[src/rtl/alu_pkg.sv]
// alu_pkg: shared definitions for the ALU comparator front end.
//   OPERAND_W      - operand width (two's complement)
//   CMP_W          - width of the comparison select field
//   CMP_*          - comparison select encodings consumed by the comparator
//   loader_state_t - operand loader FSM states, also shown on the step LEDs
package alu_pkg;

  localparam int OPERAND_W = 6;
  localparam int CMP_W     = 2;

  localparam logic [CMP_W-1:0] CMP_EQ    = 2'b00;  // a == b
  localparam logic [CMP_W-1:0] CMP_GT    = 2'b01;  // a >  b
  localparam logic [CMP_W-1:0] CMP_LT    = 2'b10;  // a <  b
  localparam logic [CMP_W-1:0] CMP_AZERO = 2'b11;  // a == 0

  typedef enum logic [1:0] {
    LOAD_A  = 2'b00,
    LOAD_B  = 2'b01,
    LOAD_OP = 2'b10,
    READY   = 2'b11
  } loader_state_t;

endpackage

[src/rtl/button_debounce.sv]
// button_debounce: synchronizes and debounces one raw pushbutton.
//   clk     - system clock
//   rst_n   - asynchronous active-low reset
//   btn_raw - raw, bouncy, asynchronous button input (active-high)
//   level   - debounced button level
//   press   - one-cycle pulse on each debounced 0->1 transition
// The debounced level follows the synchronized input only after the two have
// disagreed for DEBOUNCE_CYCLES consecutive clocks.
module button_debounce #(
  parameter int DEBOUNCE_CYCLES = 500000
) (
  input  logic clk,
  input  logic rst_n,
  input  logic btn_raw,
  output logic level,
  output logic press
);

  localparam int CNT_W = $clog2(DEBOUNCE_CYCLES + 1);
  localparam logic [CNT_W-1:0] CNT_LAST = CNT_W'(DEBOUNCE_CYCLES - 1);

  logic             sync_p0;
  logic             sync_p1;
  logic [CNT_W-1:0] cnt;
  logic             level_d;

  // Stage boundary: 2-flop synchronizer, stability counter, edge detect.
  always_ff @(posedge clk or negedge rst_n) begin
    if (!rst_n) begin
      sync_p0 <= 1'b0;
      sync_p1 <= 1'b0;
      cnt     <= '0;
      level   <= 1'b0;
      level_d <= 1'b0;
      press   <= 1'b0;
    end else begin
      sync_p0 <= btn_raw;
      sync_p1 <= sync_p0;
      if (sync_p1 != level) begin
        // The final disagreeing cycle flips the level rather than counting on.
        if (cnt == CNT_LAST) begin
          level <= sync_p1;
          cnt   <= '0;
        end else begin
          cnt <= cnt + 1'b1;
        end
      end else begin
        cnt <= '0;
      end
      level_d <= level;
      press   <= level & ~level_d;
    end
  end

endmodule

[src/rtl/alu_operand_loader.sv]
// alu_operand_loader: captures operand A, operand B and a comparison select
// from the slide switches, one field per debounced load press.
//   clk          - system clock
//   rst_n        - asynchronous active-low reset
//   sw           - raw slide switches (asynchronous, quasi-static)
//   btn_load     - raw load pushbutton (active-high, bouncy)
//   btn_clear    - raw clear pushbutton (active-high, bouncy)
//   a, b         - captured operands, two's complement, bit-exact
//   comparison   - captured comparison select (sw[1:0] at capture)
//   valid        - all three fields captured and unchanged
//   ready_strobe - one-cycle pulse in the first cycle valid reads 1
//   step         - current FSM state for the LEDs
module alu_operand_loader
  import alu_pkg::*;
#(
  parameter int DEBOUNCE_CYCLES = 500000,
  parameter int OPERAND_W       = alu_pkg::OPERAND_W
) (
  input  logic                        clk,
  input  logic                        rst_n,
  input  logic        [OPERAND_W-1:0] sw,
  input  logic                        btn_load,
  input  logic                        btn_clear,
  output logic signed [OPERAND_W-1:0] a,
  output logic signed [OPERAND_W-1:0] b,
  output logic        [CMP_W-1:0]     comparison,
  output logic                        valid,
  output logic                        ready_strobe,
  output logic        [1:0]           step
);

  logic                        load_press;
  logic                        clear_press;
  logic                        load_level_unused;
  logic                        clear_level_unused;
  logic        [OPERAND_W-1:0] sw_p0;
  logic        [OPERAND_W-1:0] sw_p1;

  loader_state_t               state;
  loader_state_t               state_nx;
  logic signed [OPERAND_W-1:0] a_nx;
  logic signed [OPERAND_W-1:0] b_nx;
  logic        [CMP_W-1:0]     comparison_nx;
  logic                        valid_nx;
  logic                        ready_strobe_nx;

  button_debounce #(
    .DEBOUNCE_CYCLES (DEBOUNCE_CYCLES)
  ) u_load_db (
    .clk     (clk),
    .rst_n   (rst_n),
    .btn_raw (btn_load),
    .level   (load_level_unused),
    .press   (load_press)
  );

  button_debounce #(
    .DEBOUNCE_CYCLES (DEBOUNCE_CYCLES)
  ) u_clear_db (
    .clk     (clk),
    .rst_n   (rst_n),
    .btn_raw (btn_clear),
    .level   (clear_level_unused),
    .press   (clear_press)
  );

  // Stage boundary: switch synchronizer; its second flop is what gets captured.
  always_ff @(posedge clk or negedge rst_n) begin
    if (!rst_n) begin
      sw_p0 <= '0;
      sw_p1 <= '0;
    end else begin
      sw_p0 <= sw;
      sw_p1 <= sw_p0;
    end
  end

  always_comb begin
    state_nx        = state;
    a_nx            = a;
    b_nx            = b;
    comparison_nx   = comparison;
    valid_nx        = valid;
    ready_strobe_nx = 1'b0;
    // Clear takes priority and swallows a coincident load press.
    if (clear_press) begin
      state_nx      = LOAD_A;
      a_nx          = '0;
      b_nx          = '0;
      comparison_nx = CMP_EQ;
      valid_nx      = 1'b0;
    end else if (load_press) begin
      case (state)
        LOAD_A: begin
          a_nx     = $signed(sw_p1);
          state_nx = LOAD_B;
        end
        LOAD_B: begin
          b_nx     = $signed(sw_p1);
          state_nx = LOAD_OP;
        end
        LOAD_OP: begin
          comparison_nx   = sw_p1[CMP_W-1:0];
          valid_nx        = 1'b1;
          ready_strobe_nx = 1'b1;
          state_nx        = READY;
        end
        READY: begin
          // Fields are kept; only the set is no longer complete.
          valid_nx = 1'b0;
          state_nx = LOAD_A;
        end
        default: state_nx = LOAD_A;
      endcase
    end
  end

  // Stage boundary: FSM state and capture registers.
  always_ff @(posedge clk or negedge rst_n) begin
    if (!rst_n) begin
      state        <= LOAD_A;
      a            <= '0;
      b            <= '0;
      comparison   <= CMP_EQ;
      valid        <= 1'b0;
      ready_strobe <= 1'b0;
    end else begin
      state        <= state_nx;
      a            <= a_nx;
      b            <= b_nx;
      comparison   <= comparison_nx;
      valid        <= valid_nx;
      ready_strobe <= ready_strobe_nx;
    end
  end

  assign step = state;

endmodule

[config.mk]
export PLATFORM = sky130hd
export DESIGN_NAME = alu_operand_loader
export DESIGN_NICKNAME = d
export VERILOG_FILES = /design/src/rtl/alu_pkg.sv /design/src/rtl/button_debounce.sv /design/src/rtl/alu_operand_loader.sv
export SDC_FILE = /design/constraint.sdc
export NUM_CORES = 1
export LEC_CHECK = 0
export BUFFER_PORTS_ARGS = -buffer_cell sky130_fd_sc_hd__buf_4
export CELL_PAD_IN_SITES_DETAIL_PLACEMENT = 0
export CELL_PAD_IN_SITES_GLOBAL_PLACEMENT = 1
export CORE_AREA = 2 2 89 91
export DETAILED_ROUTE_END_ITERATION = 6
export DIE_AREA = 0 0 91 93
export GPL_ROUTABILITY_DRIVEN = 1
export PLACE_DENSITY = 0.76
export SETUP_SLACK_MARGIN = 0.15
export SYNTH_ARGS = -nofsm -noshare
export SYNTH_HDL_FRONTEND = slang
export SYNTH_SLANG_ARGS = --single-unit
[constraint.sdc]
create_clock -name clk -period 3.3 [get_ports clk]
set_input_delay 0.165 -clock clk [delete_from_list [all_inputs] [get_ports clk]]
set_output_delay 0.165 -clock clk [all_outputs]
set_load 0.1 [all_outputs]
==> impl_metrics.json, run 1 <==
{
  "status": "complete, no violations",
  "synth_area_leaders": "dfrtp_1 60%, nor2_1 4.0%, xor2_1 4.0%, nand3_1 4.0%, xnor2_1 3.7%",
  "setup_slack_ns": 1.375,
  "die-height_um": 93,
  "fin_nets": 356,
  "ys.flop_type": "dfrtp_1",
  "hold_viol_final": 0,
  "hold_buffers": 9,
  "overflow": 0,
  "num_vias": 2252,
  "grt_pass1_wl_um": 10290,
  "synth_edf_count": 0,
  "syn_avg_cell_area_um2": 10.89,
  "r2r-end": "u_clear_db.cnt[18]",
  "fill_cells": 694,
  "dpl.cell_count": 422,
  "ant_nets": 0,
  "ioPinCount": 28,
  "cts_tree": "built",
  "relSlewSlack_pct": 36.78,
  "fin_tns_setup_ns": 0,
  "drive_above_1_share_pct": 15.65,
  "rows": 32,
  "multi_input_comb_area_mm2": 0.001261,
  "portBuffers": 27,
  "p_per_area_mw_per_mm2": 451.2,
  "synth-seq-area-share_pct": 59.56,
  "start_kind": "register",
  "avgRoutedWirePerCell_um": 12.91,
  "yosys_warnings": 0,
  "ys_async_sr_fraction_pct": 100.0,
  "vdd_drop_max_mv": 0.2043,
  "n_antenna_cell": 0,
  "synth_cell_type_count": 37,
  "leakagePower_nw": 1.694,
  "reg2reg_setup_slack_ns": 1.38,
  "cts_made_buffers": 9,
  "synth_nets": 317,
  "min_path_type": "reg -> reg",
  "reg2reg_depth": 5,
  "cts-root-buf": "clkbuf_8",
  "fin_hold_ws_ns": 0.3529,
  "dp_slack_ns": 1.352,
  "min_from": "u_clear_db.sync_p0",
  "fin_cells": 447,
  "yosysTopAreaCellShare_pct": 59.56,
  "drt-pass1-iter-count": 4,
  "whs_path_depth": 0,
  "drv_cap": 0,
  "slew_violations": 0,
  "postSynthCellCount": 301,
  "cts_resized": 0,
  "critPathKind": "reg -> reg",
  "final_cell_area_mm2": 0.003862,
  "worst_ep_required_time_ns": 3.57,
  "arrival_ns": 2.19,
  "area_growth_pct": 17.87,
  "drtIter0Drc": 127,
  "wl_um": 5773,
  "insertion_delay_ns": 0.34,
  "cp_max_fo": 9,
  "path_clk_slew_ns": 0.08,
  "yosysMostFrequentCell": "dfrtp_1",
  "post-cts-setup-buffers": 0,
  "max_stage_delay_ns": 0.58,
  "globalplace.congestion": 0.8226,
  "vias_per_cell": 5.038,
  "syn_area_mm2": 0.003277,
  "fmax_ghz": 0.5196,
  "cp_top_family": "simple AND/OR/NAND/NOR gates",
  "crit_chain": "ha_1 > nand3_4 > or4_4 > or3_1 > a21oi_1",
  "reg2reg_from": "u_clear_db.cnt[0]",
  "cts_buffer_depth": 2,
  "finClkSkew_ns": 0.009244,
  "yosys.area.top_type": "dfrtp_1",
  "cts.sinks": 78,
  "min_period_over_period_pct": 58.32,
  "setup_violations": 0,
  "antenna_found_initial": 0,
  "initial_core_util_pct": 43.53,
  "period_minus_slack_ns": 1.925,
  "grt_max_degree": 79,
  "die_w_um": 91,
  "grt.total_usage_pct": 15.18,
  "post_dp_cell_area_mm2": 0.003573,
  "whs_endpoint": "u_clear_db.sync_p1",
  "h-tree-depth": 3,
  "worst_pin_slew_ns": 0.9483,
  "end_kind": "register",
  "seq_area_mm2": 0.001952,
  "cp_slowest_cell": "or4_4",
  "crit_buf_inv": 0,
  "drcViolationCount": 0,
  "dp_hpwl_um": 3805,
  "core-area_mm2": 0.007527,
  "die-area_mm2": 0.008463,
  "grt_pass1_vias": 2179,
  "rsz0062_at_grt": "false",
  "synth_common_cells": "78 x dfrtp_1, 35 x nor2_1, 29 x nand2_1",
  "ys_seq_elements": 78
}
[power breakdown]
group | internal, W | switching, W
clock | 0.000367 | 0.000338
combinational | 0.0000214 | 0.0000331
sequential | 0.000971 | 0.0000120
[state kept, by name, indices dropped and copies added (netlist names), 2 cells and up]
register,flops
step,2
b,6
u_load_db.cnt,19
a,6
sw_p0,6
u_clear_db.cnt,19
comparison,2
sw_p1,6
[cell type report]
class	instances	share of cell area (%)
sequential	78	50.53
clock inverter	6	1.587
multi-input combinational	208	32.65
clock buffer	10	3.563
timing repair buffer	37	7.775
tap	102	3.304
inverter	6	0.5831
[worst max path at each step]
stage / startpoint / to / cells after the start
2_1_floorplan: step[0] / a[0] / 5
4_1_cts: u_load_db.cnt[0] / u_load_db.cnt[5] / 5
3_5_place_dp: u_load_db.cnt[0] / u_load_db.cnt[5] / 5
6_report: u_clear_db.cnt[0] / u_clear_db.cnt[18] / 5
5_1_grt: u_load_db.cnt[0] / u_load_db.cnt[11] / 5
3_3_place_gp: u_load_db.cnt[0] / u_load_db.cnt[3] / 5
[metal layers]
metal  global-route usage (%)  vias to the layer above  wire length, µm
li1                         -                     1119                -
met1                    20.80                     1091             2809
met2                    22.72                       33             2671
met3                    3.465                        9              179
met4                    7.828                        0              112
met5                        0                        -                0
[worst register-to-register path: stages (launching register included)]
cell,delay [ns]
dfrtp_1,0.41
ha_1,0.25
nand3_4,0.15
or4_4,0.58
or3_1,0.32
a21oi_1,0.14
[metrics by stage]
| stage | utilization (%) | total power, W |
|---|---|---|
| 2_1_floorplan | - | 0.001016 |
| 3_3_place_gp | 47.47 | 0.001049 |
| 3_5_place_dp | 47.47 | 0.001050 |
| 4_1_cts | 51.31 | 0.001770 |
| 5_1_grt | 51.31 | 0.001818 |
| 6_report | 51.31 | 0.001743 |
[cells in the final DEF, fill, tap and decap left out, drive strengths merged, types with 2 or more instances in the layout]
cell         instances
and3                 4
nand2               29
xor2                15
dfrtp               78
clkinv               4
nor2b                2
nor4bb               2
buf                 28
or4                  3
inv                  6
clkbuf              10
nor2                35
nand4               11
a21oi               23
nor3                 3
o21ai                7
nor4                 6
mux2                 2
dlygate4sd3          9
and4                 3
xnor2               14
and2                 2
o31ai                3
or3                  7
ha                   6
nand3               27
[cells by family (layout without fill, tap and decap cells)]
kind of cell | after synthesis | in the layout | synth area share [%]
simple gates | 136 | 136 | 21.69
flops | 78 | 78 | 59.56
compound gates | 34 | 34 | 5.766
xor+xnor | 29 | 29 | 7.751
buf+inv | 15 | 59 | 1.947
fa+ha+maj | 6 | 6 | 2.291
mux | 3 | 3 | 0.9927
No activity file was read; power rests on OpenSTA's default activity.
==> inputs of run 2 (changes only) <==
==> constraint.sdc (replaced) <==
create_clock -name clk -period 2 [get_ports clk]
set_input_delay 0.1 -clock clk [delete_from_list [all_inputs] [get_ports clk]]
set_output_delay 0.1 -clock clk [all_outputs]
set_load 0.1 [all_outputs]
==> impl_metrics.json, run 2 (synthesis gave the netlist of run 1 again) <==
{
  "status": "complete, no violations",
  "hold_viol_final": 0,
  "cts_made_buffers": 9,
  "min_period_over_period_pct": 89.41,
  "drcViolationCount": 0,
  "avgRoutedWirePerCell_um": 13.42,
  "arrival_ns": 2.06,
  "area_growth_pct": 20.69,
  "cts_tree": "built",
  "die-area_mm2": 0.008463,
  "num_vias": 2304,
  "p_per_area_mw_per_mm2": 740.6,
  "drive_above_1_share_pct": 19.83,
  "start_kind": "register",
  "end_kind": "register",
  "critPathKind": "reg -> reg",
  "die_w_um": 91,
  "dpl.cell_count": 429,
  "path_clk_slew_ns": 0.09,
  "reg2reg_from": "u_clear_db.cnt[0]",
  "portBuffers": 27,
  "antenna_found_initial": 0,
  "cp_max_fo": 4,
  "worst_pin_slew_ns": 0.5750,
  "fmax_ghz": 0.5592,
  "die-height_um": 93,
  "globalplace.congestion": 0.7565,
  "core-area_mm2": 0.007527,
  "finClkSkew_ns": 0.01004,
  "insertion_delay_ns": 0.35,
  "vias_per_cell": 5.064,
  "cts-root-buf": "clkbuf_8",
  "switching_share_pct": 23.66,
  "p_sw_w": 0.0006930,
  "cts_buffer_depth": 2,
  "drt-pass1-iter-count": 4,
  "min_path_type": "in -> async",
  "h-tree-depth": 3,
  "dp_hpwl_um": 4089,
  "final_common_cell": "dfrtp_1",
  "rows": 32,
  "reg_top3": "u_clear_db.cnt (19), u_load_db.cnt (19)",
  "reg2reg_depth": 5,
  "reg2reg_setup_slack_ns": 0.21,
  "rsz0062_at_grt": "false",
  "worst_ep_required_time_ns": 2.27,
  "drtIter0Drc": 63,
  "initial_core_util_pct": 43.53,
  "grt_max_degree": 46,
  "r2r-end": "u_clear_db.cnt[18]",
  "relSlewSlack_pct": 61.67,
  "sequentialPowerShare_pct": 55.5,
  "cts.sinks": 78,
  "grt.total_usage_pct": 15.51,
  "vdd_drop_max_mv": 0.3902,
  "final_cell_mix": "74 x dfrtp_1, 36 x buf_4, 35 x nor2_1",
  "fill_cells": 717,
  "drv_cap": 0,
  "overflow": 0,
  "pwr-share-comb_pct": 3.4,
  "pwr-share-clk_pct": 41.1,
  "fin_tns_setup_ns": 0,
  "fin_cells": 455,
  "n_antenna_cell": 0,
  "period_minus_slack_ns": 1.788,
  "wl_um": 6106,
  "fin_nets": 364,
  "ioPinCount": 28,
  "ant_nets": 0,
  "setup_violations": 0,
  "grt_pass1_vias": 2214,
  "intPower_w": 0.002236,
  "grt_pass1_wl_um": 10400,
  "leakagePower_nw": 1.722,
  "slew_violations": 0
}
==> run 2: metal layers <==
layer / GRT usage (%) / vias up / wire length, µm
met5: 0 / - / 0
met4: 7.955 / 0 / 109
met3: 3.223 / 10 / 202
met2: 23.77 / 37 / 2768
met1: 21.00 / 1124 / 3025
li1: - / 1133 / -
==> run 2: worst max-delay path, cell delays in order, from the launching register on <==
cell and delay [ns]:
dfrtp_1 0.44, ha_4 0.18, nand3_4 0.07, or4_4 0.55, or3_1 0.32, a21oi_1 0.15
==> run 2: layout make-up <==
class / instances / area, µm² / share of cell area (%)
clock buffer: 9 / 123.9 / 3.132
tap: 102 / 127.6 / 3.227
clock inverter: 7 / 80.08 / 2.025
timing repair buffer: 45 / 360.3 / 9.111
inverter: 6 / 22.52 / 0.5694
multi-input combinational: 208 / 1284 / 32.46
sequential: 78 / 1957 / 49.48
==> run 2: power by group through the flow <==
stage / clock [W] / combinational [W] / sequential [W]
after floorplan: 0 / 0.0000289 / 0.00165
after global placement: 0 / 0.0000839 / 0.00165
after detailed placement: 0 / 0.0000859 / 0.00165
after CTS: 0.00125 / 0.000100 / 0.00162
after global routing: 0.00131 / 0.000115 / 0.00163
final: 0.00120 / 0.000100 / 0.00162
==> run 2: worst max path at each step <==
stage / start / to / slack (ns) / cells after the start
3_5_place_dp: u_load_db.cnt[0] / u_load_db.cnt[16] / 0.17 / 5
6_report: u_clear_db.cnt[0] / u_clear_db.cnt[18] / 0.21 / 5
5_1_grt: u_clear_db.cnt[0] / u_clear_db.cnt[18] / 0.14 / 5
2_1_floorplan: step[1] / a[0] / 0.17 / 5
3_3_place_gp: u_load_db.cnt[0] / u_load_db.cnt[16] / 0.23 / 5
4_1_cts: u_clear_db.cnt[0] / u_clear_db.cnt[18] / 0.16 / 5
==> run 2: metrics by stage <==
stage / hold WS (ns) / cell area [µm²] / utilization (%) / total power [W] / setup WS [ns]
finish: 0.2773 / 3955 / 52.54 / 0.002929 / 0.2117
CTS: 0.2969 / 3921 / 52.09 / 0.002968 / 0.1551
global placement: 0.1319 / 3627 / 48.19 / 0.001736 / 0.2299
floorplan: -0.1956 / 3278 / - / 0.001676 / 0.1679
global route: 0.3281 / 3955 / 52.54 / 0.003057 / 0.1434
detailed placement: 0.1427 / 3627 / 48.19 / 0.001740 / 0.1712
==> run 2: timing repair <==
action | CTS | global route
gates resized for setup | 0 | 9
endpoints found under the hold margin | 51 | 0
buffers inserted | 0 | 1
hold buffers | 9 | 0
setup endpoints to repair | 0 | 13
==> inputs of run 3 (changes only) <==
--- a/config.mk
+++ b/config.mk
@@ -8,12 +8,13 @@
 export BUFFER_PORTS_ARGS = -buffer_cell sky130_fd_sc_hd__buf_4
 export CELL_PAD_IN_SITES_DETAIL_PLACEMENT = 0
 export CELL_PAD_IN_SITES_GLOBAL_PLACEMENT = 1
-export CORE_AREA = 2 2 89 91
+export CORE_AREA = 2 2 91 93
 export DETAILED_ROUTE_END_ITERATION = 6
-export DIE_AREA = 0 0 91 93
+export DIE_AREA = 0 0 93 95
 export GPL_ROUTABILITY_DRIVEN = 1
 export PLACE_DENSITY = 0.76
 export SETUP_SLACK_MARGIN = 0.15
 export SYNTH_ARGS = -nofsm -noshare
 export SYNTH_HDL_FRONTEND = slang
+export SYNTH_HIERARCHICAL = 1
 export SYNTH_SLANG_ARGS = --single-unit
==> impl_metrics.json, run 3 <==
{
  "status": "complete, no violations",
  "rows": 33,
  "hold_viol_final": 0,
  "synth-seq-area-share_pct": 56.62,
  "fin_nets": 371,
  "vdd_drop_max_mv": 0.3630,
  "slew_violations": 0,
  "grt.total_usage_pct": 15.23,
  "dp_hpwl_um": 4032,
  "grt_max_degree": 53,
  "yosysMostFrequentCell": "dfrtp_1",
  "reg2reg_depth": 5,
  "ioPinCount": 28,
  "postSynthCellCount": 302,
  "met3_usage_pct": 3.352,
  "p_per_area_mw_per_mm2": 709.9,
  "max_stage_delay_ns": 0.56,
  "relSlewSlack_pct": 60.44,
  "overflow": 0,
  "drtIter0Drc": 78,
  "grtUsageMet1_pct": 20.55,
  "die_w_um": 93,
  "syn_avg_cell_area_um2": 11.41,
  "reg_top3": "u_clear_db/cnt (19), u_load_db/cnt (19)",
  "synth_cell_type_count": 32,
  "arrival_ns": 2.10,
  "pwr-share-clk_pct": 40.9,
  "yosys_warnings": 6,
  "final_cell_mix": "76 x dfrtp_1, 42 x nor2_1, 39 x buf_4",
  "num_vias": 2243,
  "grt_pass1_wl_um": 10480,
  "yosysTopAreaCellShare_pct": 56.62,
  "area_growth_pct": 21.71,
  "ys.flop_type": "dfrtp_1",
  "cts_buffer_depth": 2,
  "min_period_over_period_pct": 92.43,
  "crit_chain": "ha_4 > nand4_4 > or4_4 > or3_1 > a21oi_1",
  "initial_core_util_pct": 43.48,
  "drive_above_1_share_pct": 20.67,
  "cts.sinks": 78,
  "fill_cells": 707,
  "synth_edf_count": 0,
  "intPower_w": 0.002359,
  "reg2reg_setup_slack_ns": 0.15,
  "met2_usage_pct": 23.61,
  "portBuffers": 27,
  "vias_per_cell": 4.844,
  "avgRoutedWirePerCell_um": 12.94,
  "n_antenna_cell": 0,
  "core-area_mm2": 0.007928,
  "min_path_type": "in -> async",
  "switching_share_pct": 20.80,
  "cts_tree": "built",
  "period_minus_slack_ns": 1.849,
  "die-height_um": 95,
  "rsz0062_at_grt": "true",
  "reg2reg_from": "u_load_db/cnt[1]",
  "fmax_ghz": 0.5410,
  "cp_max_fo": 4,
  "yosys.area.top_type": "dfrtp_1",
  "synth_common_cells": "78 x dfrtp_1, 42 x nor2_1, 26 x xnor2_1",
  "synth_area_leaders": "dfrtp_1 57%, xnor2_1 6.6%, mux2i_1 4.9%, nor2_1 4.6%, nand2b_1 3.6%",
  "drv_cap": 0,
  "cts-root-buf": "clkbuf_8",
  "post_dp_cell_area_mm2": 0.003802,
  "wl_um": 5992,
  "r2r-end": "u_load_db/cnt[16]",
  "start_kind": "register",
  "fin_tns_setup_ns": 0,
  "pwr-share-comb_pct": 4.5,
  "grt_pass1_vias": 2262,
  "worst_ep_required_time_ns": 2.26,
  "p_sw_w": 0.0006194,
  "sequentialPowerShare_pct": 54.5,
  "ant_nets": 0,
  "worst_pin_slew_ns": 0.5935,
  "insertion_delay_ns": 0.34,
  "globalplace.congestion": 0.8784,
  "dpl.cell_count": 434,
  "leakagePower_nw": 1.857,
  "die-area_mm2": 0.008835,
  "critPathKind": "reg -> reg",
  "seq_area_mm2": 0.001954,
  "cts_made_buffers": 9,
  "finClkSkew_ns": 0.01164,
  "multi_input_comb_area_mm2": 0.001449,
  "syn_area_mm2": 0.003447,
  "ys_seq_elements": 78,
  "drt-pass1-iter-count": 4,
  "synth_nets": 318,
  "ys_async_sr_fraction_pct": 100.0,
  "end_kind": "register",
  "antenna_found_initial": 0,
  "path_clk_slew_ns": 0.08,
  "grt-busiest-layer": "met2",
  "final_cell_area_mm2": 0.004195,
  "cp_slowest_cell": "or4_4",
  "h-tree-depth": 3,
  "drcViolationCount": 0,
  "final_common_cell": "dfrtp_1",
  "setup_violations": 0,
  "fin_cells": 463
}
-- run 3: cell count changes in the layout (fill, tap and decap cells not counted), sizes merged, moves of 4 or more --
cell,before,now
nor3,3,8
buf,36,41
nand2b,0,20
xnor2,14,26
nand3,27,14
mux2i,1,17
nor4,6,12
a21oi,23,7
nor2,35,42
and3,4,0
xor2,15,4
nand2,29,12
-- run 3: cell type report --
| type | instances | share of cell area, % |
|---|---|---|
| clock buffers | 10 | 3.042 |
| inverters | 12 | 1.074 |
| flip-flops and latches | 78 | 46.59 |
| well taps | 105 | 3.132 |
| multi-input cells | 204 | 34.54 |
| clock inverters | 4 | 1.760 |
| repair buffers | 50 | 9.872 |
-- run 3: power by group through the flow --
stage               logic (W)  registers (W)  clock network, W
floorplan           0.0000465        0.00164                 0
global placement     0.000103        0.00165                 0
detailed placement   0.000103        0.00165                 0
CTS                  0.000124        0.00162           0.00126
global route         0.000154        0.00163           0.00134
finish               0.000135        0.00162           0.00122
-- run 3: worst max-delay path by stage --
stage                      startpoint            endpoint  slack [ns]  depth (start not counted)
floorplan           u_clear_db/cnt[0]  u_clear_db/cnt[16]        0.15                          5
global placement     u_load_db/cnt[0]   u_load_db/cnt[16]        0.19                          5
detailed placement  u_clear_db/cnt[0]  u_clear_db/cnt[16]        0.13                          5
CTS                  u_load_db/cnt[1]   u_load_db/cnt[16]        0.13                          5
global route         u_load_db/cnt[1]   u_load_db/cnt[16]        0.05                          5
finish               u_load_db/cnt[1]   u_load_db/cnt[16]        0.15                          5
-- run 3: cell families (layout without fill, tap and decap cells) --
group / Yosys count / in the layout / synth area share [%]
buffers and inverters: 20 / 76 / 2.940
DFF: 78 / 78 / 56.62
xor gates and xnor gates: 30 / 30 / 7.622
muxes: 19 / 19 / 5.590
AOI/OAI and AO/OA: 15 / 15 / 3.630
adders and majority gates: 6 / 6 / 2.178
and+or+nand+nor: 134 / 134 / 21.42
-- run 3: stage by stage --
stage	power, W	hold WS, ns	util, %	setup WS, ns
final	0.002978	0.2147	52.92	0.1515
after CTS	0.003008	0.2038	51.99	0.1327
after global routing	0.003122	0.2267	52.92	0.05306
after detailed placement	0.001757	0.04340	47.96	0.1292
after floorplan	0.001691	-0.1956	-	0.1548
after global placement	0.001755	0.03491	47.96	0.1852
-- run 3: repair_timing --
| item | in CTS | in global routing |
|---|---|---|
| setup buffers | 2 | 4 |
| resized for setup | 2 | 8 |
| hold buffers | 9 | 0 |
| endpoints found under the setup margin | 6 | 26 |
| pin swaps | 0 | 8 |
| endpoints found under the hold margin | 34 | 0 |
-- run 3: metal layers --
layer	wire, µm	vias up
met5	0	-
met4	78	0
met3	182	8
met2	2852	33
met1	2878	1081
li1	-	1121
-- run 3: worst max-delay path: cells and delay by family (launching register included) --
family	cells	cell delay (ns)
AO/OA/AOI/OAI	1	0.15
adder cells (fa/ha/maj)	1	0.19
AND/OR/NAND/NOR	3	0.98
flip-flops	1	0.44
